`src/rtl/riscv_pipeline_ctrl_pkg.sv`:
```
// rtl/riscv_pipeline_ctrl_pkg.sv - shared types and codes for the pipeline sequencer
// Contents: FSM encodings (PIPE_RUN, PIPE_MC_WAIT), forward-select codes
// (FWD_RF, FWD_MEM, FWD_WB), default register-address width.
package riscv_pipeline_ctrl_pkg;

    localparam int RA_W_DEF = 5;

    typedef enum logic [0:0] {
        PIPE_RUN     = 1'b0,
        PIPE_MC_WAIT = 1'b1
    } pipe_state_e;

    typedef logic [1:0] fwd_sel_t;

    localparam fwd_sel_t FWD_RF  = 2'b00;
    localparam fwd_sel_t FWD_MEM = 2'b01;
    localparam fwd_sel_t FWD_WB  = 2'b10;

endpackage

```
`src/rtl/riscv_pipeline_ctrl_if.sv`:
```
// rtl/riscv_pipeline_ctrl_if.sv - datapath <-> pipeline sequencer signal bundle
// slave  modport: sequencer side (reads i_* hazard/status inputs, drives o_* enables/valids/forwards)
// master modport: datapath side (drives i_*, reads o_*)
interface riscv_pipeline_ctrl_if
    import riscv_pipeline_ctrl_pkg::*;
#(
    parameter int RA_W = RA_W_DEF
);
    logic            i_if_valid;
    logic [RA_W-1:0] i_id_rs1;
    logic [RA_W-1:0] i_id_rs2;
    logic            i_id_use_rs1;
    logic            i_id_use_rs2;
    logic [RA_W-1:0] i_ex_rd;
    logic [RA_W-1:0] i_mem_rd;
    logic [RA_W-1:0] i_wb_rd;
    logic            i_ex_rd_we;
    logic            i_mem_rd_we;
    logic            i_wb_rd_we;
    logic            i_ex_is_load;
    logic            i_ex_redirect;
    logic            i_ex_mc_start;
    logic            i_ex_mc_done;
    logic            i_mem_stall;

    logic            o_pc_en;
    logic            o_ifid_en;
    logic            o_idex_en;
    logic            o_exmem_en;
    logic            o_memwb_en;
    logic            o_vld_id;
    logic            o_vld_ex;
    logic            o_vld_mem;
    logic            o_vld_wb;
    fwd_sel_t        o_fwd_rs1;
    fwd_sel_t        o_fwd_rs2;
    logic            o_busy;

    modport slave (
        input  i_if_valid, i_id_rs1, i_id_rs2, i_id_use_rs1, i_id_use_rs2,
               i_ex_rd, i_mem_rd, i_wb_rd, i_ex_rd_we, i_mem_rd_we, i_wb_rd_we,
               i_ex_is_load, i_ex_redirect, i_ex_mc_start, i_ex_mc_done, i_mem_stall,
        output o_pc_en, o_ifid_en, o_idex_en, o_exmem_en, o_memwb_en,
               o_vld_id, o_vld_ex, o_vld_mem, o_vld_wb, o_fwd_rs1, o_fwd_rs2, o_busy
    );

    modport master (
        output i_if_valid, i_id_rs1, i_id_rs2, i_id_use_rs1, i_id_use_rs2,
               i_ex_rd, i_mem_rd, i_wb_rd, i_ex_rd_we, i_mem_rd_we, i_wb_rd_we,
               i_ex_is_load, i_ex_redirect, i_ex_mc_start, i_ex_mc_done, i_mem_stall,
        input  o_pc_en, o_ifid_en, o_idex_en, o_exmem_en, o_memwb_en,
               o_vld_id, o_vld_ex, o_vld_mem, o_vld_wb, o_fwd_rs1, o_fwd_rs2, o_busy
    );

endinterface

```
`src/rtl/riscv_pipeline_ctrl_hazard_detect.sv`:
```
// rtl/riscv_pipeline_ctrl_hazard_detect.sv - RAW comparators for the ID-stage sources
// Build option: RISCV_PIPE_FWD_EN (defined: only load-use stalls, MEM/WB forwarding;
//               undefined: stall on any EX/MEM match, forward selects tied to regfile).
// Inputs : stage valids, ID rs1/rs2 + use flags, EX/MEM/WB rd + write enables, EX load flag.
// Outputs: o_hazard (stall ID one cycle), o_fwd_rs1/o_fwd_rs2 forward selects.
module riscv_hazard_detect
    import riscv_pipeline_ctrl_pkg::*;
#(
    parameter int RA_W = RA_W_DEF
) (
    input  logic            i_vld_id,
    input  logic            i_vld_ex,
    input  logic            i_vld_mem,
    input  logic            i_vld_wb,
    input  logic [RA_W-1:0] i_id_rs1,
    input  logic [RA_W-1:0] i_id_rs2,
    input  logic            i_id_use_rs1,
    input  logic            i_id_use_rs2,
    input  logic [RA_W-1:0] i_ex_rd,
    input  logic [RA_W-1:0] i_mem_rd,
    input  logic [RA_W-1:0] i_wb_rd,
    input  logic            i_ex_rd_we,
    input  logic            i_mem_rd_we,
    input  logic            i_wb_rd_we,
    input  logic            i_ex_is_load,
    output logic            o_hazard,
    output fwd_sel_t        o_fwd_rs1,
    output fwd_sel_t        o_fwd_rs2
);

    // x0 is hard-wired zero, so a write to it never creates a dependency.
    function automatic logic rd_hit(input logic prod_vld, input logic we,
                                    input logic [RA_W-1:0] rd, input logic use_rs,
                                    input logic [RA_W-1:0] rs);
        return prod_vld && we && (rd != '0) && use_rs && (rs == rd);
    endfunction

    logic ex_hit1, ex_hit2, mem_hit1, mem_hit2;

    always_comb begin
        ex_hit1  = i_vld_id && rd_hit(i_vld_ex,  i_ex_rd_we,  i_ex_rd,  i_id_use_rs1, i_id_rs1);
        ex_hit2  = i_vld_id && rd_hit(i_vld_ex,  i_ex_rd_we,  i_ex_rd,  i_id_use_rs2, i_id_rs2);
        mem_hit1 = i_vld_id && rd_hit(i_vld_mem, i_mem_rd_we, i_mem_rd, i_id_use_rs1, i_id_rs1);
        mem_hit2 = i_vld_id && rd_hit(i_vld_mem, i_mem_rd_we, i_mem_rd, i_id_use_rs2, i_id_rs2);
    end

`ifdef RISCV_PIPE_FWD_EN
    logic wb_hit1, wb_hit2;

    always_comb begin
        wb_hit1 = i_vld_id && rd_hit(i_vld_wb, i_wb_rd_we, i_wb_rd, i_id_use_rs1, i_id_rs1);
        wb_hit2 = i_vld_id && rd_hit(i_vld_wb, i_wb_rd_we, i_wb_rd, i_id_use_rs2, i_id_rs2);
        // ALU results in EX reach the ID consumer through the MEM bypass next
        // cycle; only a load's data is too late and needs the one-cycle bubble.
        o_hazard  = i_ex_is_load && (ex_hit1 || ex_hit2);
        // MEM holds the younger write, so it wins over WB.
        o_fwd_rs1 = mem_hit1 ? FWD_MEM : (wb_hit1 ? FWD_WB : FWD_RF);
        o_fwd_rs2 = mem_hit2 ? FWD_MEM : (wb_hit2 ? FWD_WB : FWD_RF);
    end
`else
    logic unused_fwd_inputs;
    assign unused_fwd_inputs = ^{i_vld_wb, i_wb_rd, i_wb_rd_we, i_ex_is_load};

    // Without bypassing, ID waits until the producer has reached WB; the
    // write-before-read regfile then delivers the value.
    always_comb begin
        o_hazard  = ex_hit1 || ex_hit2 || mem_hit1 || mem_hit2;
        o_fwd_rs1 = FWD_RF;
        o_fwd_rs2 = FWD_RF;
    end
`endif

endmodule

```
`src/rtl/riscv_pipeline_ctrl.sv`:
```
// rtl/riscv_pipeline_ctrl.sv - pipeline register enable/valid sequencer for the 5-stage core
// Ports: i_clk, i_rstn (async, active-low), bus (riscv_pipeline_ctrl_if.slave) carrying
//        hazard/status inputs and the enables, stage valids, forward selects and o_busy.
// Build option: RISCV_PIPE_FWD_EN selects forwarding-aware hazard detection.
module riscv_pipeline_ctrl
    import riscv_pipeline_ctrl_pkg::*;
#(
    parameter int RA_W = RA_W_DEF
) (
    input  logic                 i_clk,
    input  logic                 i_rstn,
    riscv_pipeline_ctrl_if.slave bus
);

    pipe_state_e state_q, state_d;
    logic        vld_id_q, vld_id_d;
    logic        vld_ex_q, vld_ex_d;
    logic        vld_mem_q, vld_mem_d;
    logic        vld_wb_q, vld_wb_d;
    logic        done_q, done_d;

    logic        pc_en, ifid_en, idex_en, exmem_en, memwb_en;
    logic        hazard;
    logic        redirect_go, mc_go, mc_exit;
    fwd_sel_t    fwd_rs1, fwd_rs2;

    riscv_hazard_detect #(.RA_W(RA_W)) u_hazard (
        .i_vld_id    (vld_id_q),
        .i_vld_ex    (vld_ex_q),
        .i_vld_mem   (vld_mem_q),
        .i_vld_wb    (vld_wb_q),
        .i_id_rs1    (bus.i_id_rs1),
        .i_id_rs2    (bus.i_id_rs2),
        .i_id_use_rs1(bus.i_id_use_rs1),
        .i_id_use_rs2(bus.i_id_use_rs2),
        .i_ex_rd     (bus.i_ex_rd),
        .i_mem_rd    (bus.i_mem_rd),
        .i_wb_rd     (bus.i_wb_rd),
        .i_ex_rd_we  (bus.i_ex_rd_we),
        .i_mem_rd_we (bus.i_mem_rd_we),
        .i_wb_rd_we  (bus.i_wb_rd_we),
        .i_ex_is_load(bus.i_ex_is_load),
        .o_hazard    (hazard),
        .o_fwd_rs1   (fwd_rs1),
        .o_fwd_rs2   (fwd_rs2)
    );

    always_ff @(posedge i_clk or negedge i_rstn) begin
        if (!i_rstn) begin
            state_q   <= PIPE_RUN;
            vld_id_q  <= 1'b0;
            vld_ex_q  <= 1'b0;
            vld_mem_q <= 1'b0;
            vld_wb_q  <= 1'b0;
            done_q    <= 1'b0;
        end else begin
            state_q   <= state_d;
            vld_id_q  <= vld_id_d;
            vld_ex_q  <= vld_ex_d;
            vld_mem_q <= vld_mem_d;
            vld_wb_q  <= vld_wb_d;
            done_q    <= done_d;
        end
    end

    always_comb begin
        state_d   = state_q;
        vld_id_d  = vld_id_q;
        vld_ex_d  = vld_ex_q;
        vld_mem_d = vld_mem_q;
        vld_wb_d  = vld_wb_q;
        done_d    = done_q;
        pc_en     = 1'b1;
        ifid_en   = 1'b1;
        idex_en   = 1'b1;
        exmem_en  = 1'b1;
        memwb_en  = 1'b1;

        // Redirect and multi-cycle start are only acted on from RUN; a redirect
        // also suppresses a coincident start since its instruction is leaving EX.
        redirect_go = (state_q == PIPE_RUN) && bus.i_ex_redirect && vld_ex_q;
        mc_go       = (state_q == PIPE_RUN) && bus.i_ex_mc_start && vld_ex_q && !redirect_go;
        mc_exit     = (state_q == PIPE_MC_WAIT) && (bus.i_ex_mc_done || done_q);

        if (bus.i_mem_stall) begin
            pc_en    = 1'b0;
            ifid_en  = 1'b0;
            idex_en  = 1'b0;
            exmem_en = 1'b0;
            memwb_en = 1'b0;
            // Remember a completion that lands while memory is frozen.
            if ((state_q == PIPE_MC_WAIT) && bus.i_ex_mc_done) begin
                done_d = 1'b1;
            end
        end else if (redirect_go) begin
            vld_id_d  = 1'b0;
            vld_ex_d  = 1'b0;
            vld_mem_d = vld_ex_q;
            vld_wb_d  = vld_mem_q;
        end else if ((state_q == PIPE_MC_WAIT) || mc_go) begin
            // The multi-cycle op parks in EX (including its start cycle) while
            // MEM/WB drain; MEM sees bubbles until the result is ready.
            pc_en     = 1'b0;
            ifid_en   = 1'b0;
            idex_en   = 1'b0;
            vld_mem_d = 1'b0;
            vld_wb_d  = vld_mem_q;
            if (mc_go) begin
                state_d = PIPE_MC_WAIT;
            end else if (mc_exit) begin
                state_d   = PIPE_RUN;
                done_d    = 1'b0;
                vld_mem_d = 1'b1;
                // ID/EX is held on exit, so EX must not keep a second copy.
                vld_ex_d  = 1'b0;
            end
        end else if (hazard) begin
            pc_en     = 1'b0;
            ifid_en   = 1'b0;
            vld_ex_d  = 1'b0;
            vld_mem_d = vld_ex_q;
            vld_wb_d  = vld_mem_q;
        end else begin
            vld_id_d  = bus.i_if_valid;
            vld_ex_d  = vld_id_q;
            vld_mem_d = vld_ex_q;
            vld_wb_d  = vld_mem_q;
        end
    end

    assign bus.o_pc_en    = pc_en;
    assign bus.o_ifid_en  = ifid_en;
    assign bus.o_idex_en  = idex_en;
    assign bus.o_exmem_en = exmem_en;
    assign bus.o_memwb_en = memwb_en;
    assign bus.o_vld_id   = vld_id_q;
    assign bus.o_vld_ex   = vld_ex_q;
    assign bus.o_vld_mem  = vld_mem_q;
    assign bus.o_vld_wb   = vld_wb_q;
    assign bus.o_fwd_rs1  = fwd_rs1;
    assign bus.o_fwd_rs2  = fwd_rs2;
    assign bus.o_busy     = (state_q == PIPE_MC_WAIT);

endmodule
```
`src/flat_wrapper.sv`:
```
// flat-port wrapper written by rule: the top's interface ports become plain ports
module riscv_pipeline_ctrl_flat import riscv_pipeline_ctrl_pkg::*;
#(
    parameter int RA_W = RA_W_DEF
)
  (i_clk, i_rstn, bus_i_if_valid, bus_i_id_rs1, bus_i_id_rs2, bus_i_id_use_rs1, bus_i_id_use_rs2, bus_i_ex_rd, bus_i_mem_rd, bus_i_wb_rd, bus_i_ex_rd_we, bus_i_mem_rd_we, bus_i_wb_rd_we, bus_i_ex_is_load, bus_i_ex_redirect, bus_i_ex_mc_start, bus_i_ex_mc_done, bus_i_mem_stall, bus_o_pc_en, bus_o_ifid_en, bus_o_idex_en, bus_o_exmem_en, bus_o_memwb_en, bus_o_vld_id, bus_o_vld_ex, bus_o_vld_mem, bus_o_vld_wb, bus_o_fwd_rs1, bus_o_fwd_rs2, bus_o_busy);
  riscv_pipeline_ctrl_if #(.RA_W(RA_W)) bus_i ();
  input  logic i_clk;
  input  logic i_rstn;
  input wire logic [$bits(bus_i.i_if_valid)-1:0] bus_i_if_valid;
  input wire logic [$bits(bus_i.i_id_rs1)-1:0] bus_i_id_rs1;
  input wire logic [$bits(bus_i.i_id_rs2)-1:0] bus_i_id_rs2;
  input wire logic [$bits(bus_i.i_id_use_rs1)-1:0] bus_i_id_use_rs1;
  input wire logic [$bits(bus_i.i_id_use_rs2)-1:0] bus_i_id_use_rs2;
  input wire logic [$bits(bus_i.i_ex_rd)-1:0] bus_i_ex_rd;
  input wire logic [$bits(bus_i.i_mem_rd)-1:0] bus_i_mem_rd;
  input wire logic [$bits(bus_i.i_wb_rd)-1:0] bus_i_wb_rd;
  input wire logic [$bits(bus_i.i_ex_rd_we)-1:0] bus_i_ex_rd_we;
  input wire logic [$bits(bus_i.i_mem_rd_we)-1:0] bus_i_mem_rd_we;
  input wire logic [$bits(bus_i.i_wb_rd_we)-1:0] bus_i_wb_rd_we;
  input wire logic [$bits(bus_i.i_ex_is_load)-1:0] bus_i_ex_is_load;
  input wire logic [$bits(bus_i.i_ex_redirect)-1:0] bus_i_ex_redirect;
  input wire logic [$bits(bus_i.i_ex_mc_start)-1:0] bus_i_ex_mc_start;
  input wire logic [$bits(bus_i.i_ex_mc_done)-1:0] bus_i_ex_mc_done;
  input wire logic [$bits(bus_i.i_mem_stall)-1:0] bus_i_mem_stall;
  output wire logic [$bits(bus_i.o_pc_en)-1:0] bus_o_pc_en;
  output wire logic [$bits(bus_i.o_ifid_en)-1:0] bus_o_ifid_en;
  output wire logic [$bits(bus_i.o_idex_en)-1:0] bus_o_idex_en;
  output wire logic [$bits(bus_i.o_exmem_en)-1:0] bus_o_exmem_en;
  output wire logic [$bits(bus_i.o_memwb_en)-1:0] bus_o_memwb_en;
  output wire logic [$bits(bus_i.o_vld_id)-1:0] bus_o_vld_id;
  output wire logic [$bits(bus_i.o_vld_ex)-1:0] bus_o_vld_ex;
  output wire logic [$bits(bus_i.o_vld_mem)-1:0] bus_o_vld_mem;
  output wire logic [$bits(bus_i.o_vld_wb)-1:0] bus_o_vld_wb;
  output wire logic [$bits(bus_i.o_fwd_rs1)-1:0] bus_o_fwd_rs1;
  output wire logic [$bits(bus_i.o_fwd_rs2)-1:0] bus_o_fwd_rs2;
  output wire logic [$bits(bus_i.o_busy)-1:0] bus_o_busy;
  assign bus_i.i_if_valid = bus_i_if_valid;
  assign bus_i.i_id_rs1 = bus_i_id_rs1;
  assign bus_i.i_id_rs2 = bus_i_id_rs2;
  assign bus_i.i_id_use_rs1 = bus_i_id_use_rs1;
  assign bus_i.i_id_use_rs2 = bus_i_id_use_rs2;
  assign bus_i.i_ex_rd = bus_i_ex_rd;
  assign bus_i.i_mem_rd = bus_i_mem_rd;
  assign bus_i.i_wb_rd = bus_i_wb_rd;
  assign bus_i.i_ex_rd_we = bus_i_ex_rd_we;
  assign bus_i.i_mem_rd_we = bus_i_mem_rd_we;
  assign bus_i.i_wb_rd_we = bus_i_wb_rd_we;
  assign bus_i.i_ex_is_load = bus_i_ex_is_load;
  assign bus_i.i_ex_redirect = bus_i_ex_redirect;
  assign bus_i.i_ex_mc_start = bus_i_ex_mc_start;
  assign bus_i.i_ex_mc_done = bus_i_ex_mc_done;
  assign bus_i.i_mem_stall = bus_i_mem_stall;
  assign bus_o_pc_en = bus_i.o_pc_en;
  assign bus_o_ifid_en = bus_i.o_ifid_en;
  assign bus_o_idex_en = bus_i.o_idex_en;
  assign bus_o_exmem_en = bus_i.o_exmem_en;
  assign bus_o_memwb_en = bus_i.o_memwb_en;
  assign bus_o_vld_id = bus_i.o_vld_id;
  assign bus_o_vld_ex = bus_i.o_vld_ex;
  assign bus_o_vld_mem = bus_i.o_vld_mem;
  assign bus_o_vld_wb = bus_i.o_vld_wb;
  assign bus_o_fwd_rs1 = bus_i.o_fwd_rs1;
  assign bus_o_fwd_rs2 = bus_i.o_fwd_rs2;
  assign bus_o_busy = bus_i.o_busy;
  riscv_pipeline_ctrl #(.RA_W(RA_W)) u_core (.i_clk(i_clk), .i_rstn(i_rstn), .bus(bus_i));
endmodule
```
`config.mk`:
```
export PLATFORM = sky130hd
export DESIGN_NAME = riscv_pipeline_ctrl_flat
export DESIGN_NICKNAME = d
export VERILOG_FILES = /design/src/rtl/riscv_pipeline_ctrl_pkg.sv /design/src/rtl/riscv_pipeline_ctrl_if.sv /design/src/rtl/riscv_pipeline_ctrl_hazard_detect.sv /design/src/rtl/riscv_pipeline_ctrl.sv /design/src/flat_wrapper.sv
export SDC_FILE = /design/constraint.sdc
export NUM_CORES = 1
export LEC_CHECK = 0
export BUFFER_PORTS_ARGS = -buffer_cell sky130_fd_sc_hd__buf_2
export CAP_MARGIN = 20
export CORE_MARGIN = 2
export CORE_UTILIZATION = 42
export CTS_BUF_LIST = sky130_fd_sc_hd__clkbuf_8
export DETAILED_ROUTE_END_ITERATION = 8
export HOLD_SLACK_MARGIN = 0.15
export PLACE_DENSITY = 0.85
export SETUP_SLACK_MARGIN = 0.2
export SLEW_MARGIN = 20
export SYNTH_ARGS = -nofsm -noshare
export SYNTH_HDL_FRONTEND = slang
export SYNTH_HIERARCHICAL = 1
export SYNTH_SLANG_ARGS = --single-unit
```
`constraint.sdc`:
```
create_clock -name i_clk -period 5.2 [get_ports i_clk]
set_clock_uncertainty 0.1 [all_clocks]
set_input_delay 0.52 -clock i_clk [delete_from_list [all_inputs] [get_ports i_clk]]
set_output_delay 0.52 -clock i_clk [all_outputs]
set_load 0.005 [all_outputs]
```
==> results.md, run 1 <==
- CTS tree: built
- Yosys reg bits: 6
- Final hold violations: 0
- WL/cell: 13.5 um
- VDD IR max: roughly 0.22 mV
- CTS H-tree lvls: 1
- DIE HEIGHT: 43.5 um
- Area grow syn2layout: 35.6%
- Fin Hold WS: 0.396 ns
- Layout cell share with drive strength beyond 1: 0.416
- Post-synth ARST share: 1.00
- Core area: 1490 um^2
- Status: complete, no violations
- WL final: roughly 1.7 mm
- # nets final: 153
- Placed Instance Area: 836 um^2
- Fin crit share: 0.523
- Dpl hpwl: 1.41 mm
- Yosys warns: 6
- Largest net degree at the start of global routing: 13
- Clock Path Buffers: 2
- First DRT Iteration DRCs: 14
- Syn Std Cell Area: ~650 um^2
- Number of unique standard cell types used by synthesis: 28
- Final count of negative-setup-slack endpoints: 0
- Postcts setup bufs: 0
- Number of global-route vias before repair: 673
- Vias per cell: 5.53
- Critical Path Source Type: primary input
- Area leader, netlist: dfrtp_1
- # IOs: 52
- RSZ-0062 raised after global routing: no
- Pins Over Slew Limit: 0
- Post-synth top flop: dfrtp_1
- Clock buffer count from CTS: 3
- Ranking of synthesized cells by area: dfrtp_1, xor2_1, buf_4, xnor2_1, a2111oi_4
- Crit-path max FO: 3
- DRC errors left: 0
- FILL cells: 124
- Final instance area: 887 um^2
- Routing usage on met3: 0.0333
- Max Cap Viol: 0
- Crit. End Element: output port
- Clock transition at the registers of the reported paths: ~0.03 ns
- Clock sinks: 6
- Root Driver: clkbuf_8
- DR pass1 iterations: 5
- Top Usage Layer GRT: met2
- Mapped Cells: 73
- HP Class: flop to flop
- GRT Residual Overflow: 0
- Fmax: 368 MHz
- Port-buffer cells: 40
- Die W: ~43 um
- Commonest cells post-synth: xor2_1, buf_4, dfrtp_1, a21oi_1
- Via Count: 713
- Total GRT Usage: 0.188
- CP Class: primary input to output port
- Syn_area_per_cell: 8.96 um^2
- Post-route ant nets: 0
- P_leak: between 0.4 and 0.5 nW
- Worst Path Arrival: 2.10 ns
- Min Tclk post-route: 2.72 ns
- Share of the synthesized area in the top cell type: 0.229
- Initial antenna violation count: 0
- Most common cell in the netlist: xor2_1
- Skew-Pair Late Insertion Delay: between 0.2 and 0.25 ns
- Routability cong.: 0.822
- EDFF count, synth: 0
- Row count: 14
- First-pass GRT wire length: 2.72 mm
- Data required time at the worst endpoint: around 4.6 ns
- Grt met1 use: 0.224
- GR Layer Usage met2: 0.325
- Initial core utilization: 0.439
- TNS Setup: 0 ns
- DIE AREA: 1890 um^2
- Seq/Total Area, Yosys: 0.229
- PD cells: ~320 nW/um^2
- Diode count: 0
final cells by class:
type	count	area [um^2]	share of cell area
Clock buffer	3	41.3	0.0465
Inverter	4	15.0	0.0169
Multi-Input combinational cell	59	450	0.508
Sequential cell	6	150	0.169
Tap cell	16	20.0	0.0226
Timing Repair Buffer	41	210	0.237
critical path, stage by stage:
cell       delay, ns
buf_2           0.13
or4_1           0.54
o2111ai_1       0.19
o22ai_1         0.17
a2111oi_4       0.37
buf_2           0.18
layer usage:
metal | part of all wire | routed length (um)
met3 | 0.12 | 209
met2 | 0.46 | 796
met1 | 0.40 | 700
met5 | 0 | 0
met4 | 0.022 | 38
report_power, final:
part | switching [mW] | leakage [nW] | total (mW) | internal [mW]
sequential | 0.0280 | 0.0729 | 0.0968 | 0.0688
combinational | 0.0562 | 0.333 | 0.118 | 0.0621
clock | 0.0189 | 0.0216 | 0.0685 | 0.0496
what timing repair did:
action,in CTS,in global routing
hold endpoints to repair,6,0
resized for setup,0,0
hold buffers,1,0
kinds of logic (layout without fill, tap and decap cells):
group | count (synthesis) | after routing | share of synthesized area
mux | 1 | 1 | 0.0172
simple gates | 16 | 16 | 0.153
compound gates | 18 | 18 | 0.228
flops | 6 | 6 | 0.229
other cells | 1 | 4 | 0.00573
xor+xnor | 20 | 20 | 0.268
buf+inv | 11 | 48 | 0.0994
final timing paths:
kind | start | endpoint | slack [ns] | depth (start not counted)
worst max-delay path | bus_i_ex_rd[1] | bus_o_pc_en | 2.48 | 6
worst min-delay path | u_core/bus.o_vld_wb | u_core/bus.o_vld_wb | 0.40 | 1
worst max register to register | u_core/bus.o_vld_ex | u_core/bus.o_vld_id | 3.73 | 5
worst min register to register | u_core/bus.o_vld_wb | u_core/bus.o_vld_wb | 0.40 | 1
max in group asynchronous | i_rstn | u_core/bus.o_vld_wb | 4.28 | 2
min in group asynchronous | i_rstn | u_core/bus.o_busy | 0.57 | 2
placed cells by master (no fill, tap or decap), types with 3 or more instances in the layout:
master | synthesis | final
buf_2 | 1 | 40
xor2_1 | 16 | 16
dfrtp_1 | 6 | 6
a21oi_1 | 5 | 5
inv_1 | 4 | 4
nor4_1 | 4 | 4
xnor2_1 | 4 | 4
conb_1 | 1 | 4
clkbuf_8 | 0 | 3
metrics by stage:
step | instances | total power, mW | worst slack, ns | util
finish | 129 | 0.284 | 2.48 | 0.596
global route | 129 | 0.308 | 2.35 | 0.596
detailed placement | 125 | 0.215 | 2.49 | 0.561
floorplan | 76 | 0.165 | 2.70 | -
global placement | 125 | 0.210 | 2.51 | 0.561
CTS | 129 | 0.286 | 2.49 | 0.596
state kept, by name, indices dropped and copies added (netlist names):
name	count
u_core/bus.o_busy	1
u_core/bus.o_vld_ex	1
u_core/bus.o_vld_id	1
u_core/bus.o_vld_mem	1
u_core/bus.o_vld_wb	1
u_core/done_q	1
Power figures use the tool's default switching activity.
==> run 2: changes to the inputs <==
Settings changed: CORE_UTILIZATION 42 to 36, PLACE_DENSITY 0.85 to 0.77.
Clock period 5.2 ns to 2.25 ns, I/O delays scaled along.
==> results.md, run 2 (synthesis results as in run 1) <==
- VDD IR max: 0.563 mV (+150%)
- RSZ-0062 raised after global routing: yes
- Skew-Pair Late Insertion Delay: 0.21 ns (about the same)
- PD cells: 684 nW/um^2 (+110%)
- DRC errors left: 0 (unchanged)
- Sequential share of power: 0.341 (about the same)
- DIE AREA: 2170 um^2 (+15%)
- Post-route ant nets: 0 (unchanged)
- Grt met1 use: 0.173 (-0.0507)
- CP Class: primary input to output port
- Diode count: 0 (unchanged)
- P_leak: 0.470 nW (+9.9%)
- TNS Setup: 0 ns (unchanged)
- Int Pwr: 443 uW (+150%)
- HP Class: primary input to flop
- Via Count: 702 (-1.5%)
- Clock Path Buffers: 2 (unchanged)
- Most frequent cells in the layout: buf_2, xor2_1, dfrtp_1, a21oi_1, buf_4
- First-pass GRT wire length: 2.61 mm (-4.0%)
- Port-buffer cells: 40 (unchanged)
- Clock buffer count from CTS: 3 (unchanged)
- Largest net degree at the start of global routing: 13 (unchanged)
- Layout cell share with drive strength beyond 1: 0.483 (+0.0671)
- Crit. End Element: output port
- Root Driver: clkbuf_8
- CTS H-tree lvls: 1 (unchanged)
- Final count of negative-setup-slack endpoints: 0 (unchanged)
- Status: complete, no violations
- GRT Residual Overflow: 0 (unchanged)
- Clock transition at the registers of the reported paths: 0.03 ns (about the same)
- Area grow syn2layout: 57.2%
- CTS tree: built
- # IOs: 52 (unchanged)
- Fmax: 487 MHz
- Switching Share: 0.370 (+0.00688)
- Power Total: 704 uW (+150%)
- Critical Path Source Type: primary input
- Pins Over Slew Limit: 0 (unchanged)
- Number of global-route vias before repair: 631 (-6.2%)
- Worst Path Arrival: 1.73 ns (-0.37 ns)
- First DRT Iteration DRCs: 13 (-1)
- Max Cap Viol: 0 (unchanged)
- Clk pwr share: 0.216 (-0.026)
- Vias per cell: 4.91 (-11%)
- Sw Pwr: 261 uW (+150%)
- Clock sinks: 6 (unchanged)
- Initial antenna violation count: 0 (unchanged)
- Fin crit share: 0.913
- Initial core utilization: 0.379 (-0.0605)
- Routability cong.: 0.706 (-14%)
- Final hold violations: 0 (unchanged)
- WL/cell: 13.5 um (-0.12%)
- Top Usage Layer GRT: met2
- Commonest non-fill, non-tap cell in the layout: buf_2
- Routing usage on met3: 0.0431 (+0.00980)
- DIE HEIGHT: 46.6 um (+7.3%)
- Crit-path max FO: 3 (unchanged)
- Core area: 1730 um^2 (+16%)
- Data required time at the worst endpoint: 1.92 ns (-2.66 ns)
- Logic pwr share: 0.443 (+0.026)
- Die W: 46.6 um (+7.3%)
- # nets final: 158 (+3.3%)
- GR Layer Usage met2: 0.317 (-0.00871)
- WL final: 1.93 mm (+11%)
- DR pass1 iterations: 4 (-1)
- Total GRT Usage: 0.172 (-0.0164)
- Min Tclk post-route: 2.05 ns
- Dpl hpwl: 1.38 mm (-2.3%)
- Row count: 15 (+1)
==> run 2: area by class of cell <==
type / instances / area [um^2]
Clock buffer: 3 / 41.3
Fill cell: 159 / 698
Inverter: 4 / 15.0
Multi-Input combinational cell: 59 / 507
Sequential cell: 6 / 150
Tap cell: 25 / 31.3
Timing Repair Buffer: 46 / 284
==> run 2: timing repair <==
action / in CTS / in global routing
buffers inserted: 2 / 3
pin swaps: 6 / 5
hold buffers: 1 / 0
endpoints found under the setup margin: 2 / 2
hold endpoints to repair: 6 / 0
resized for setup: 14 / 5
==> run 2: power groups by stage <==
stage	sequential [mW]	clock [mW]	combinational, mW
after detailed placement	0.226	0	0.272
after floorplan	0.206	0	0.175
after global placement	0.224	0	0.264
final	0.240	0.152	0.312
after global routing	0.251	0.168	0.340
after CTS	0.230	0.158	0.296
==> run 2: path summary, 6_finish.rpt <==
path | depth (start not counted) | slack [ns] | from | end
max in group asynchronous | 2 | 1.63 | i_rstn | u_core/bus.o_vld_ex
worst max register to register | 4 | 0.74 | u_core/bus.o_vld_ex | u_core/bus.o_vld_id
worst max-delay path | 6 | 0.20 | bus_i_mem_rd[4] | bus_o_pc_en
worst min register to register | 1 | 0.39 | u_core/bus.o_vld_wb | u_core/bus.o_vld_wb
min in group asynchronous | 2 | 0.28 | i_rstn | u_core/done_q
worst min-delay path | 3 | 0.24 | bus_i_ex_mc_done | u_core/done_q
==> run 2: worst max-delay path, cell delays in order <==
cell and delay [ns]:
buf_8 0.10, or4_4 0.54, o2111ai_4 0.23, o22ai_4 0.11, a2111oi_4 0.35, buf_2 0.18
==> run 2: metal layers <==
layer	vias to the layer above	share of wire
met5	-	0
met4	0	0.030
met3	6	0.095
met2	46	0.49
met1	305	0.38
li1	345	-
==> run 2: per-stage QoR <==
stage                     instance area (um^2)  setup WS, ns  std cells   util  hold slack (ns)
after floorplan                            666         0.336         76      -           -0.171
after global placement                     847         0.128        134  0.491          -0.0478
after detailed placement                   847         0.115        134  0.491          -0.0437
after CTS                                  968         0.127        140  0.561            0.217
after global routing                      1030         0.130        143  0.596            0.267
final                                     1030         0.195        143  0.596            0.238
==> run 3: changes to the inputs <==
Settings changed: CORE_UTILIZATION 36 to 35, SYNTH_HIERARCHICAL 1 to unset.
==> results.md, run 3 <==
- Pins Over Slew Limit: 0 (unchanged)
- Core area: 1690 um^2 (-2.2%)
- Final hold violations: 0 (unchanged)
- CTS H-tree lvls: 1 (unchanged)
- Status: complete, no violations
- Crit. End Element: output port
- TNS Setup: 0 ns (unchanged)
- DRC errors left: 0 (unchanged)
- Area leader, netlist: xnor2_1
- DIE HEIGHT: 45.9 um (-1.7%)
- CP max stage cell: or3_1
- Yosys reg bits: 6 (unchanged)
- Inst Count DP: 126 (-6.0%)
- CP Class: primary input to output port
- Ranking of synthesized cells by area: xnor2_1, dfrtp_1, buf_4, o21ai_0, nand4_1
- Syn Std Cell Area: 613 um^2 (-6.3%)
- Post-synth ARST share: 1.00 (unchanged)
- Area grow syn2layout: 38.4%
- Most frequent cells in the layout: buf_2, xnor2_1, nand2_1, o21ai_0, dfrtp_1
- Worst Path Arrival: 1.52 ns (-0.21 ns)
- Crit-path max FO: 3 (unchanged)
- Initial core utilization: 0.363 (-0.0160)
- Vias per cell: 5.15 (+4.8%)
- Most common cell in the netlist: xnor2_1
- HP Class: primary input to flop
- Data required time at the worst endpoint: 1.92 ns (about the same)
- Clock transition at the registers of the reported paths: 0.04 ns (about the same)
- PD cells: 778 nW/um^2 (+14%)
- Die W: 45.9 um (-1.7%)
- WL final: 1.59 mm (-18%)
- # nets final: 153 (-3.2%)
- Syn_area_per_cell: 8.40 um^2 (-6.3%)
- FILL cells: 170 (+6.9%)
- Bufs and invs on worst path: 2 (unchanged)
- CP cell instances: buf_2 -> or3_1 -> o311a_1 -> a22oi_2 -> o21a_1 -> buf_2
- Diode count: 0 (unchanged)
- Fin Hold WS: 0.204 ns (-0.0336 ns)
- Skew-Pair Late Insertion Delay: 0.22 ns (about the same)
- Routability cong.: 0.824 (+17%)
- VDD IR max: 0.482 mV (-14%)
- Number of global-route vias before repair: 621 (-1.6%)
- Seq/Total Area, Yosys: 0.245 (+0.0155)
- Mapped Cells: 73 (unchanged)
- Largest net degree at the start of global routing: 12 (-1)
- Post_cts resized: 0 (-14)
- Fmax: 543 MHz (+12%)
- Fin crit share: 0.819 (-0.0942)
- DR pass1 iterations: 4 (unchanged)
- RSZ-0062 raised after global routing: no
- Final worst slack: 0.407 ns (+0.212 ns)
- Row count: 15 (unchanged)
- WL/cell: 12.2 um (-9.5%)
- Initial antenna violation count: 0 (unchanged)
- Final count of negative-setup-slack endpoints: 0 (unchanged)
- Slowest Stage Delay on Critical Path: 0.36 ns (-0.18 ns)
- First DRT Iteration DRCs: 12 (-1)
- Port-buffer cells: 40 (unchanged)
- Clock sinks: 6 (unchanged)
- # IOs: 52 (unchanged)
- GRT Residual Overflow: 0 (unchanged)
- Cell repeated most along the worst path: buf_2
- Number of unique standard cell types used by synthesis: 22 (-21%)
- Post-synth top flop: dfrtp_1
- Commonest cells post-synth: xnor2_1, buf_4, dfrtp_1, nand2_1, o21ai_0
- Final cell count without fillers: 130 (-9.1%)
- Dpl hpwl: 1.35 mm (-1.9%)
- Place WS: 0.389 ns (+0.274 ns)
- Max Cap Viol: 0 (unchanged)
- Clock Path Buffers: 2 (unchanged)
- CP delay by family, top: compound AO/OA/AOI/OAI gates
- Layout cell share with drive strength beyond 1: 0.398 (-0.0848)
- CTS tree: built
- EDFF count, synth: 0 (unchanged)
- First-pass GRT wire length: 2.34 mm (-10%)
- Yosys warns: 0 (-6)
- P_leak: 0.384 nW (-18%)
- Total GRT Usage: 0.160 (-0.0112)
- DIE AREA: 2100 um^2 (-3.3%)
- Critical Path Source Type: primary input
- Post-route ant nets: 0 (unchanged)
- Root Driver: clkbuf_8
- Min Tclk post-route: 1.84 ns (-0.212 ns)
- Commonest non-fill, non-tap cell in the layout: buf_2
- Clock buffer count from CTS: 3 (unchanged)
- Via Count: 669 (-4.7%)
- Share of the synthesized area in the top cell type: 0.286 (+0.0563)
-- run 3: cell types whose count changed after synthesis, moves of 4 or more --
cell	change
nand2_1	+4
nand4_1	+4
nor4_1	-4
o21ai_0	+5
xnor2_1	+16
xor2_1	-16
-- run 3: routing by layer --
| layer | vias up | routed length, um | global-route usage |
|---|---|---|---|
| met5 | - | 0 | 0 |
| met4 | 0 | 31 | 0.120 |
| met3 | 6 | 158 | 0.0516 |
| met2 | 37 | 791 | 0.281 |
| met1 | 295 | 606 | 0.153 |
| li1 | 331 | - | - |
-- run 3: cell type report --
class | count | area, um^2 | area share
clock buffers | 3 | 41.3 | 0.0487
inverters | 2 | 7.51 | 0.00885
multi-input cells | 61 | 418 | 0.493
flip-flops and latches | 6 | 150 | 0.177
well taps | 17 | 21.3 | 0.0251
repair buffers | 41 | 210 | 0.248
-- run 3: power breakdown --
part | internal, mW | leakage [nW] | total, mW | switching [mW]
registers | 0.161 | 0.0712 | 0.223 | 0.0629
clock network | 0.115 | 0.0216 | 0.164 | 0.0490
logic | 0.146 | 0.292 | 0.273 | 0.126
total | 0.422 | 0.384 | 0.660 | 0.238
-- run 3: path summary, 6_finish.rpt --
kind,start,end,slack [ns],cells past startpoint
setup / recovery,bus_i_ex_rd[0],bus_o_pc_en,0.41,6
hold / removal,bus_i_mem_stall,u_core.bus.o_vld_wb,0.20,2
setup reg to reg,u_core.bus.o_busy,u_core.bus.o_vld_id,0.85,4
hold reg to reg,u_core.bus.o_vld_wb,u_core.bus.o_vld_wb,0.40,1
max in group asynchronous,i_rstn,u_core.bus.o_vld_ex,1.66,2
min in group asynchronous,i_rstn,u_core.bus.o_busy,0.25,2
-- run 3: repair_timing --
action	4_1_cts	5_1_grt
hold endpoints to repair	6	0
hold buffers	1	0
setup buffers	0	0
-- run 3: kinds of logic (layout without fill, tap and decap cells) --
logic type	Yosys count	after routing	share of synthesized area
DFF	6	6	0.245
xor gates and xnor gates	20	20	0.286
buffers and inverters	9	46	0.0918
AOI/OAI and AO/OA	21	21	0.233
other	1	4	0.00612
and+or+nand+nor	15	15	0.120
muxes	1	1	0.0184
-- run 3: worst reg2reg max path: cells and delay by family (launching register included) --
| kind | cells | cell delay [ns] |
|---|---|---|
| and+or+nand+nor | 1 | 0.08 |
| DFF | 1 | 0.46 |
| AOI/OAI and AO/OA | 3 | 0.62 |
-- run 3: stage by stage --
step / power [mW] / cell area [um^2] / util
5_1_grt: 0.718 / 848 / 0.502
4_1_cts: 0.669 / 848 / 0.502
2_1_floorplan: 0.382 / 624 / -
3_3_place_gp: 0.488 / 797 / 0.472
3_5_place_dp: 0.497 / 797 / 0.472
6_report: 0.660 / 848 / 0.502
